$ cat src/rtl/mem_wb_stage_if.sv
// Bundle between execute, the mem/wb stage, data memory and the register-file write port.
// The stage uses the slave modport; the surrounding pipeline/testbench uses master.
interface mem_wb_stage_if;
  logic        ex_valid;
  logic        ex_ready;
  logic [31:0] ex_alu_result;
  logic [31:0] ex_store_data;
  logic [31:0] ex_link_data;
  logic [4:0]  ex_rd;
  logic        ex_mem_rd;
  logic        ex_memwr;
  logic        ex_wb_en;
  logic [1:0]  ex_wb_data_sel;
  logic        ex_wb_reg_sel;
  logic        ex_sp_we;
  logic [31:0] ex_sp_next;

  logic        mem_req;
  logic        mem_we;
  logic [31:0] mem_addr;
  logic [31:0] mem_wdata;
  logic [31:0] mem_rdata;
  logic        mem_ack;

  logic        rf_we;
  logic [4:0]  rf_waddr;
  logic [31:0] rf_wdata;
  logic        sp_we;
  logic [31:0] sp_wdata;
  logic        busy;
  logic        err;

  modport slave (
    input  ex_valid, ex_alu_result, ex_store_data, ex_link_data, ex_rd, ex_mem_rd,
           ex_memwr, ex_wb_en, ex_wb_data_sel, ex_wb_reg_sel, ex_sp_we, ex_sp_next,
           mem_rdata, mem_ack,
    output ex_ready, mem_req, mem_we, mem_addr, mem_wdata,
           rf_we, rf_waddr, rf_wdata, sp_we, sp_wdata, busy, err
  );

  modport master (
    output ex_valid, ex_alu_result, ex_store_data, ex_link_data, ex_rd, ex_mem_rd,
           ex_memwr, ex_wb_en, ex_wb_data_sel, ex_wb_reg_sel, ex_sp_we, ex_sp_next,
           mem_rdata, mem_ack,
    input  ex_ready, mem_req, mem_we, mem_addr, mem_wdata,
           rf_we, rf_waddr, rf_wdata, sp_we, sp_wdata, busy, err
  );
endinterface

$ cat src/rtl/mem_wb_stage.sv
// Pipeline back end: captures the execute bundle, performs the optional data access, drives RF/SP writes.
// Define MEM_TIMEOUT_EN to bound the wait on mem_ack (abort plus sticky err after MEM_TIMEOUT cycles).
module mem_wb_stage #(
  parameter logic [4:0] LR_IDX = 5'd30
`ifdef MEM_TIMEOUT_EN
  , parameter int MEM_TIMEOUT = 16
`endif
) (
  input logic           clk,
  input logic           rst_n,
  mem_wb_stage_if.slave bus
);

  // state | meaning
  // IDLE  | no instruction in flight, ready for a bundle
  // MEM   | data access outstanding, waiting for mem_ack
  // WB    | single writeback cycle, may accept the next bundle
  typedef enum logic [1:0] {IDLE, MEM, WB} state_t;

  state_t      state, state_nxt;
  logic        accept, go_mem, in_mem, in_wb, timeout;
  logic [31:0] alu_q, store_q, link_q, sp_next_q, rdata_q, wb_data;
  logic [4:0]  rd_q, waddr;
  logic [1:0]  sel_q;
  logic        memwr_q, wb_en_q, reg_sel_q, sp_we_q, abort_q;

  assign in_mem = (state == MEM);
  assign in_wb  = (state == WB);
  assign accept = bus.ex_valid && bus.ex_ready;
  assign go_mem = bus.ex_mem_rd || bus.ex_memwr;

  always_ff @(posedge clk or negedge rst_n) begin
    if (!rst_n) state <= IDLE;
    else        state <= state_nxt;
  end

  always_comb begin
    state_nxt = state;
    case (state)
      IDLE:    if (accept) state_nxt = go_mem ? MEM : WB;
      MEM:     if (bus.mem_ack || timeout) state_nxt = WB;
      WB:      state_nxt = accept ? (go_mem ? MEM : WB) : IDLE;
      default: state_nxt = IDLE;
    endcase
  end

  always_ff @(posedge clk or negedge rst_n) begin
    if (!rst_n) begin
      alu_q     <= '0;
      store_q   <= '0;
      link_q    <= '0;
      rd_q      <= '0;
      memwr_q   <= 1'b0;
      wb_en_q   <= 1'b0;
      sel_q     <= '0;
      reg_sel_q <= 1'b0;
      sp_we_q   <= 1'b0;
      sp_next_q <= '0;
      rdata_q   <= '0;
      abort_q   <= 1'b0;
    end else if (accept) begin
      alu_q     <= bus.ex_alu_result;
      store_q   <= bus.ex_store_data;
      link_q    <= bus.ex_link_data;
      rd_q      <= bus.ex_rd;
      memwr_q   <= bus.ex_memwr;
      wb_en_q   <= bus.ex_wb_en;
      sel_q     <= bus.ex_wb_data_sel;
      reg_sel_q <= bus.ex_wb_reg_sel;
      sp_we_q   <= bus.ex_sp_we;
      sp_next_q <= bus.ex_sp_next;
      rdata_q   <= '0;
      abort_q   <= 1'b0;
    end else if (in_mem && bus.mem_ack) begin
      // a combined read+write is treated as a write, so it returns no data
      rdata_q   <= memwr_q ? 32'h0 : bus.mem_rdata;
    end else if (timeout) begin
      abort_q   <= 1'b1;
    end
  end

`ifdef MEM_TIMEOUT_EN
  localparam int CNT_W = $clog2(MEM_TIMEOUT + 1);

  logic [CNT_W-1:0] cnt_q;
  logic             err_q;

  // an ack in the final cycle takes priority over the abort
  assign timeout = in_mem && !bus.mem_ack && (cnt_q == CNT_W'(MEM_TIMEOUT - 1));

  always_ff @(posedge clk or negedge rst_n) begin
    if (!rst_n) begin
      cnt_q <= '0;
      err_q <= 1'b0;
    end else begin
      cnt_q <= in_mem ? cnt_q + 1'b1 : '0;
      if (timeout) err_q <= 1'b1;
    end
  end

  assign bus.err = err_q;
`else
  assign timeout = 1'b0;
  assign bus.err = 1'b0;
`endif

  always_comb begin
    wb_data = alu_q;
    case (sel_q)
      2'b01:   wb_data = rdata_q;
      2'b10:   wb_data = link_q;
      default: wb_data = alu_q;
    endcase
  end

  assign waddr = reg_sel_q ? LR_IDX : rd_q;

  assign bus.ex_ready  = !in_mem;
  assign bus.busy      = in_mem;
  assign bus.mem_req   = in_mem;
  assign bus.mem_we    = in_mem && memwr_q;
  assign bus.mem_addr  = in_mem ? alu_q : 32'h0;
  assign bus.mem_wdata = in_mem ? store_q : 32'h0;

  assign bus.rf_we     = in_wb && wb_en_q && (waddr != 5'd0) && !abort_q;
  assign bus.rf_waddr  = in_wb ? waddr : 5'd0;
  assign bus.rf_wdata  = in_wb ? wb_data : 32'h0;
  assign bus.sp_we     = in_wb && sp_we_q && !abort_q;
  assign bus.sp_wdata  = in_wb ? sp_next_q : 32'h0;

endmodule

$ cat src/flat_wrapper.sv
// flat-port wrapper written by rule: the top's interface ports become plain ports
module mem_wb_stage_flat 
#(
  parameter logic [4:0] LR_IDX = 5'd30

)
  (clk, rst_n, bus_ex_valid, bus_ex_alu_result, bus_ex_store_data, bus_ex_link_data, bus_ex_rd, bus_ex_mem_rd, bus_ex_memwr, bus_ex_wb_en, bus_ex_wb_data_sel, bus_ex_wb_reg_sel, bus_ex_sp_we, bus_ex_sp_next, bus_mem_rdata, bus_mem_ack, bus_ex_ready, bus_mem_req, bus_mem_we, bus_mem_addr, bus_mem_wdata, bus_rf_we, bus_rf_waddr, bus_rf_wdata, bus_sp_we, bus_sp_wdata, bus_busy, bus_err);
  mem_wb_stage_if bus_i ();
  input logic clk;
  input logic rst_n;
  input wire logic [$bits(bus_i.ex_valid)-1:0] bus_ex_valid;
  input wire logic [$bits(bus_i.ex_alu_result)-1:0] bus_ex_alu_result;
  input wire logic [$bits(bus_i.ex_store_data)-1:0] bus_ex_store_data;
  input wire logic [$bits(bus_i.ex_link_data)-1:0] bus_ex_link_data;
  input wire logic [$bits(bus_i.ex_rd)-1:0] bus_ex_rd;
  input wire logic [$bits(bus_i.ex_mem_rd)-1:0] bus_ex_mem_rd;
  input wire logic [$bits(bus_i.ex_memwr)-1:0] bus_ex_memwr;
  input wire logic [$bits(bus_i.ex_wb_en)-1:0] bus_ex_wb_en;
  input wire logic [$bits(bus_i.ex_wb_data_sel)-1:0] bus_ex_wb_data_sel;
  input wire logic [$bits(bus_i.ex_wb_reg_sel)-1:0] bus_ex_wb_reg_sel;
  input wire logic [$bits(bus_i.ex_sp_we)-1:0] bus_ex_sp_we;
  input wire logic [$bits(bus_i.ex_sp_next)-1:0] bus_ex_sp_next;
  input wire logic [$bits(bus_i.mem_rdata)-1:0] bus_mem_rdata;
  input wire logic [$bits(bus_i.mem_ack)-1:0] bus_mem_ack;
  output wire logic [$bits(bus_i.ex_ready)-1:0] bus_ex_ready;
  output wire logic [$bits(bus_i.mem_req)-1:0] bus_mem_req;
  output wire logic [$bits(bus_i.mem_we)-1:0] bus_mem_we;
  output wire logic [$bits(bus_i.mem_addr)-1:0] bus_mem_addr;
  output wire logic [$bits(bus_i.mem_wdata)-1:0] bus_mem_wdata;
  output wire logic [$bits(bus_i.rf_we)-1:0] bus_rf_we;
  output wire logic [$bits(bus_i.rf_waddr)-1:0] bus_rf_waddr;
  output wire logic [$bits(bus_i.rf_wdata)-1:0] bus_rf_wdata;
  output wire logic [$bits(bus_i.sp_we)-1:0] bus_sp_we;
  output wire logic [$bits(bus_i.sp_wdata)-1:0] bus_sp_wdata;
  output wire logic [$bits(bus_i.busy)-1:0] bus_busy;
  output wire logic [$bits(bus_i.err)-1:0] bus_err;
  assign bus_i.ex_valid = bus_ex_valid;
  assign bus_i.ex_alu_result = bus_ex_alu_result;
  assign bus_i.ex_store_data = bus_ex_store_data;
  assign bus_i.ex_link_data = bus_ex_link_data;
  assign bus_i.ex_rd = bus_ex_rd;
  assign bus_i.ex_mem_rd = bus_ex_mem_rd;
  assign bus_i.ex_memwr = bus_ex_memwr;
  assign bus_i.ex_wb_en = bus_ex_wb_en;
  assign bus_i.ex_wb_data_sel = bus_ex_wb_data_sel;
  assign bus_i.ex_wb_reg_sel = bus_ex_wb_reg_sel;
  assign bus_i.ex_sp_we = bus_ex_sp_we;
  assign bus_i.ex_sp_next = bus_ex_sp_next;
  assign bus_i.mem_rdata = bus_mem_rdata;
  assign bus_i.mem_ack = bus_mem_ack;
  assign bus_ex_ready = bus_i.ex_ready;
  assign bus_mem_req = bus_i.mem_req;
  assign bus_mem_we = bus_i.mem_we;
  assign bus_mem_addr = bus_i.mem_addr;
  assign bus_mem_wdata = bus_i.mem_wdata;
  assign bus_rf_we = bus_i.rf_we;
  assign bus_rf_waddr = bus_i.rf_waddr;
  assign bus_rf_wdata = bus_i.rf_wdata;
  assign bus_sp_we = bus_i.sp_we;
  assign bus_sp_wdata = bus_i.sp_wdata;
  assign bus_busy = bus_i.busy;
  assign bus_err = bus_i.err;
  mem_wb_stage #(.LR_IDX(LR_IDX)) u_core (.clk(clk), .rst_n(rst_n), .bus(bus_i));
endmodule
$ cat config.mk
export PLATFORM = sky130hd
export DESIGN_NAME = mem_wb_stage_flat
export DESIGN_NICKNAME = d
export VERILOG_FILES = /design/src/rtl/mem_wb_stage_if.sv /design/src/rtl/mem_wb_stage.sv /design/src/flat_wrapper.sv
export SDC_FILE = /design/constraint.sdc
export NUM_CORES = 1
export LEC_CHECK = 0
export BUFFER_PORTS_ARGS = -buffer_cell sky130_fd_sc_hd__buf_2
export CORE_MARGIN = 2
export CORE_UTILIZATION = 40
export CTS_CLUSTER_DIAMETER = 60
export DETAILED_ROUTE_END_ITERATION = 16
export PLACE_DENSITY = 0.73
export RECOVER_POWER = 25
export SYNTH_ARGS = -nofsm -noshare
export SYNTH_HDL_FRONTEND = slang
export SYNTH_SLANG_ARGS = --single-unit
$ cat constraint.sdc
create_clock -name clk -period 2.87 [get_ports clk]
set_clock_uncertainty 0.15 [all_clocks]
set_input_delay 0 -clock clk [delete_from_list [all_inputs] [get_ports clk]]
set_output_delay 0 -clock clk [all_outputs]
set_load 0.05 [all_outputs]
==> results of run 1 <==
==> logic make-up (layout without fill, tap and decap cells) <==
family,Yosys count,after routing,synth area share (%)
multiplexers,139,139,23.1
other,1,1,0.0447
AO/OA/AOI/OAI,69,69,7.07
adder cells (fa/ha/maj),2,2,0.298
AND/OR/NAND/NOR,181,181,12.8
buffers and inverters,53,543,4.95
flip-flops,173,173,51.6
==> through the flow <==
stage | hold WS (ps) | worst slack [ps] | utilization [%] | instance area, um^2
2_1_floorplan | -446 | 393 | - | 8380
3_3_place_gp | -117 | 822 | 49.6 | 10100
3_5_place_dp | -112 | 810 | 49.6 | 10100
4_1_cts | 27.2 | 338 | 61.2 | 12500
5_1_grt | 42.1 | 170 | 60.8 | 12400
6_report | 47.4 | 342 | 60.8 | 12400
==> area by class of cell <==
| type | count | area share, % |
|---|---|---|
| timing repair buffer | 508 | 28.5 |
| clock buffer | 19 | 3.57 |
| tap | 270 | 2.72 |
| inverter | 3 | 0.101 |
| multi-input combinational | 392 | 29.0 |
| sequential | 173 | 34.9 |
| clock inverter | 13 | 1.25 |
==> power groups by stage <==
stage / logic [mW] / clock network [mW] / registers, mW
after floorplan: 2.48 / 0 / 3.15
after global placement: 3.09 / 0 / 3.26
after detailed placement: 3.14 / 0 / 3.26
after CTS: 3.34 / 2.44 / 3.23
after global routing: 3.50 / 2.53 / 3.29
final: 3.29 / 2.37 / 3.24
==> worst min-delay path, cell delays in order <==
cell      delay [ps]
buf_2            180
a21boi_4         160
a22o_1           240
==> metal layers <==
metal / vias to the layer above / global-route usage, % / share of wire [%] / wire length, um
met5: - / 0 / 0 / 0
met4: 0 / 7.19 / 1.7 / 420
met3: 30 / 5.50 / 5.1 / 1280
met2: 249 / 41.4 / 53 / 13400
met1: 3364 / 27.0 / 40 / 10200
li1: 3131 / - / - / -
==> flip-flops by register name, indices dropped and copies added (netlist names) <==
name,flops
u_core.alu_q,32
u_core.link_q,32
u_core.memwr_q,1
u_core.rd_q,5
u_core.rdata_q,32
u_core.reg_sel_q,1
u_core.sel_q,2
u_core.sp_next_q,32
u_core.sp_we_q,1
u_core.state,2
u_core.store_q,32
u_core.wb_en_q,1
==> path summary, 6_finish.rpt <==
check / startpoint / end / slack [ps] / cells after the start
worst max-delay path: u_core.sel_q[0] / bus_rf_wdata[25] / 340 / 6
worst min-delay path: bus_ex_valid / u_core.rdata_q[9] / 50 / 3
worst min register to register: u_core.store_q[22] / u_core.store_q[22] / 350 / 1
worst max register to register: u_core.state[0] / u_core.sp_next_q[31] / 470 / 5
max in group asynchronous: rst_n / u_core.link_q[9] / 570 / 4
min in group asynchronous: rst_n / u_core.store_q[18] / 550 / 3
==> layout by cell type, fill, tap and decap left out, types with 9 or more instances in the layout <==
cell type	count
buf_2	310
mux2_1	18
clkbuf_16	17
nor3_1	32
mux2_2	38
and2_1	98
a22o_1	32
mux2_4	83
nor2b_1	33
dlygate4sd3_1	178
dfrtp_1	173
a221oi_1	32
nor2_1	9
==> flow_summary.ini, run 1 <==
[hold_path]
holdCritPathClass = primary input to flop

[critical_path]
path_cells = inv_1, ha_2, buf_12, a221oi_1, nor3_1, buf_2
crit_required_ps = 2720
cp_max_fo = 44
cp.arrival_ps = 2380
crit_buf_inv = 3
critical_path_class = flop to primary output
crit_path_end_kind = primary output
critPathLaunchType = flop
cp_slowest_cell = ha_2
crit_family = buffers and inverters
cpPeakStageDelay_ps = 590

[yosys]
synth-seq-cells = 173
netlist_top_cells_count = dfrtp_1, mux2_4, and2_1
synth.most_common_cell = dfrtp_1
syn-mean-instance-area_um2 = 13.6
async_flop_share_pct = 100
synth_top_cell_area_share_pct = 51.6
ys.flop_type = dfrtp_1
ys.warnings.count = 0
synth_seq_area_share_pct = 51.6
syn-cell-area_um2 = 8380
yosys.area.top_type = dfrtp_1
ys_top_cells_by_area = dfrtp_1, mux2_4, and2_1
synthCells = 618
synth_cell_type_count = 31
syn_nets = 796
synth_edf_count = 0

[clock_tree]
clk_latency_ps = 420
clk_pin_slew_ps = 70
cts_made_buffers = 17
clock_path_buffers = 2
cts_tree = built
cts-root-buf = clkbuf_16
post_cts_buffers = 0
cts_sinks = 173
postCtsResizedCells = 0
htree_levels = 4
cts_hold_buf = 178

[timing]
rsz0062_at_grt = false
fmax_mhz = 396
hold_viol_final = 0
max_slew_margin_pct = 25.4
worstMarginPinSlew_ps = 1120
finalCriticalPeriod_ps = 2530
period_share_pct = 88.1
slew_violations = 0
final-setup-viol-count = 0
fin_setup_tns_ps = 0

[route]
routed_wl_um = 25300
final_antenna_net_count = 0
num_vias = 6774
drt_iter0_markers = 257
vias_per_cell = 4.92
first_pass_iters = 4
post-route-drc-count = 0
wl_per_cell_um = 18.3

[grt]
antenna_found_initial = 0
grt_pass1_wl_um = 39400
grtUsageTotal_pct = 22.9
grt_pass1_vias = 7415
grt_max_degree = 83
overflow = 0

[placement]
detailed_place_hpwl_um = 15300
gp_congestion = 0.805
dp_cells = 1168
io_buffers = 314

[layout]
multi_input_area_um2 = 3600
regArea_um2 = 4330
nets = 1273
fillers = 1583
drive_gt1_share_pct = 43.7
stdcell_count = 1378
syn_to_final_growth_pct = 48.1
antenna_cells = 0

[power]
pwr-share-clk_pct = 26.7
sw_frac_of_total_pct = 36.8
leakagePower_nw = 6.20
power.internal_mw = 5.63
p_comb_share_pct = 37.0
p_seq_share_pct = 36.4
powerDensity_nw_per_um2 = 717
ir_drop_v = 0.000373
p_total_mw = 8.91
p_switching_mw = 3.28

[floorplanning]
rows = 52
coreArea_um2 = 20400
initial_core_util_pct = 41.0
num_io_pins = 316
die_w_um = 149
die_area_um2 = 22100
die_h_um = 149

[run]
cap_violations = 0

[status]
outcome = complete, no violations
Power figures use the tool's default switching activity.
==> inputs of run 2 (changes only) <==
--- a/config.mk
+++ b/config.mk
@@ -10,8 +10,8 @@
 export CORE_UTILIZATION = 40
 export CTS_CLUSTER_DIAMETER = 60
 export DETAILED_ROUTE_END_ITERATION = 16
-export PLACE_DENSITY = 0.73
-export RECOVER_POWER = 25
+export PLACE_DENSITY = 0.76
+export RECOVER_POWER = 100
 export SYNTH_ARGS = -nofsm -noshare
 export SYNTH_HDL_FRONTEND = slang
 export SYNTH_SLANG_ARGS = --single-unit
==> constraint.sdc (replaced) <==
create_clock -name clk -period 2.1 [get_ports clk]
set_clock_uncertainty 0.15 [all_clocks]
set_input_delay 0 -clock clk [delete_from_list [all_inputs] [get_ports clk]]
set_output_delay 0 -clock clk [all_outputs]
set_load 0.05 [all_outputs]
==> flow_summary.ini, run 2 (same netlist as run 1, synthesis figures left out) <==
[grt]
grtUsageTotal_pct = 24.1
grt_max_degree = 68
grt_pass1_vias = 7654
grt_pass1_wl_um = 41100
overflow = 0
antenna_found_initial = 1

[layout]
mostFrequentLayoutCells = buf_2, dlygate4sd3_1, dfrtp_1
syn_to_final_growth_pct = 58.1
final_common_cell = buf_2
design_area_um2 = 13300
multi_input_area_um2 = 3880
regArea_um2 = 4330
fillers = 1468
drive_gt1_share_pct = 44.8
nets = 1294

[timing]
fmax_mhz = 474
period_share_pct = 100
fin_ws_ps = -8.34
hold_viol_final = 15
final-setup-viol-count = 3
max_slew_margin_pct = 26.0
finalCriticalPeriod_ps = 2110
rsz0062_at_grt = true
fin_setup_tns_ps = -19.6
fin_hold_ws_ps = -34.3
slew_violations = 0
worstMarginPinSlew_ps = 1110

[placement]
gp_congestion = 0.798
detailed_place_hpwl_um = 15100
post_dp_cell_area_um2 = 10400
io_buffers = 314

[run]
cap_violations = 0

[floorplanning]
num_io_pins = 316
die_area_um2 = 22100
die_w_um = 149
coreArea_um2 = 20400
initial_core_util_pct = 41.0
die_h_um = 149
rows = 52

[route]
num_vias = 7325
drt_iter0_markers = 378
final_antenna_net_count = 0
vias_per_cell = 5.23
routed_wl_um = 30400
wl_per_cell_um = 21.7
post-route-drc-count = 0
first_pass_iters = 4

[power]
p_comb_share_pct = 42.0
power.internal_mw = 8.16
ir_drop_v = 0.000450
pwr-share-clk_pct = 24.0
p_total_mw = 13.4
p_seq_share_pct = 34.1
leakagePower_nw = 6.15
p_switching_mw = 5.22
powerDensity_nw_per_um2 = 1010
sw_frac_of_total_pct = 39.0

[critical_path]
critical_path_class = flop to primary output
cp_max_fo = 11
cp.arrival_ps = 1960
crit_required_ps = 1950
critPathLaunchType = flop
crit_path_end_kind = primary output

[clock_tree]
cts_tree = built
htree_levels = 4
cts-root-buf = clkbuf_16
clock_path_buffers = 2
cts_made_buffers = 17
clk_latency_ps = 420
clk_pin_slew_ps = 80
cts_sinks = 173

[status]
outcome = finished, violations left
failed_checks = negative hold slack, negative setup slack

[hold_path]
holdCritPathClass = primary input to flop
[run 2: changes by cell type in the layout (fill, tap and decap cells not counted), moves of 8 or more]
cell / before / now
buf_2: 310 / 181
clkbuf_2: 0 / 99
mux2_1: 18 / 92
mux2_4: 83 / 9
buf_6: 1 / 38
a221oi_1: 32 / 0
nor3_1: 32 / 0
nor3_2: 0 / 29
a221oi_2: 0 / 24
nor2b_1: 33 / 21
nor2b_4: 0 / 9
a221oi_4: 0 / 8
[run 2: cell type report]
class	instances	area share (%)
Inverter	3	0.104
Multi-Input combinational cell	392	29.3
Tap cell	270	2.55
Sequential cell	173	32.7
Clock buffer	19	3.27
Timing Repair Buffer	529	30.9
Clock inverter	13	1.18
Antenna cell	1	0.0189
[run 2: path summary, 6_finish.rpt]
check,start,endpoint,slack (ps),cells past startpoint
min,bus_ex_valid,u_core.store_q[21],-30,3
min reg2reg,u_core.store_q[20],u_core.store_q[20],340,1
max reg2reg,u_core.state[0],u_core.rdata_q[17],70,6
max in group asynchronous,rst_n,u_core.link_q[8],640,3
min in group asynchronous,rst_n,u_core.alu_q[3],140,3
max,u_core.sel_q[0],bus_rf_wdata[12],-8,7
[run 2: repair_timing]
item                                    CTS  global route
endpoints found under the hold margin   346             0
pin swaps                                 1            10
endpoints found under the setup margin  100            98
setup buffers                             0             5
hold buffers                            178             0
gates cloned                              1            10
gates resized for setup                  51           101
[run 2: metrics by stage]
stage | hold slack, ps | utilization [%] | cells | worst slack, ps
3_3_place_gp | -130 | 50.8 | 1173 | 241
4_1_cts | 37.7 | 63.5 | 1384 | -28.2
2_1_floorplan | -446 | - | 618 | 39.0
5_1_grt | -28.3 | 64.9 | 1400 | -97.5
6_report | -34.3 | 64.9 | 1400 | -8.34
3_5_place_dp | -131 | 50.8 | 1173 | 211
[run 2: critical path, cell delays in order, from the launching register on]
cell	delay (ps)
dfrtp_1	430
inv_2	80
ha_4	210
buf_12	140
clkbuf_16	170
nor2b_1	160
nor3_2	150
buf_6	190
[run 2: power groups by stage]
| stage | combinational (mW) | sequential, mW | clock, mW |
|---|---|---|---|
| floorplan | 3.51 | 4.31 | 0 |
| global placement | 4.43 | 4.45 | 0 |
| detailed placement | 4.48 | 4.46 | 0 |
| CTS | 5.01 | 4.44 | 3.29 |
| global route | 5.88 | 4.61 | 3.41 |
| finish | 5.62 | 4.56 | 3.21 |
[run 2: layer usage]
metal  track usage, %  vias up  routed length (um)
li1                 -     3192                   -
met1             29.3     3638               11600
met2             41.5      396               15400
met3             5.78       99                2170
met4             9.38        0                1250
met5                0        -                   0
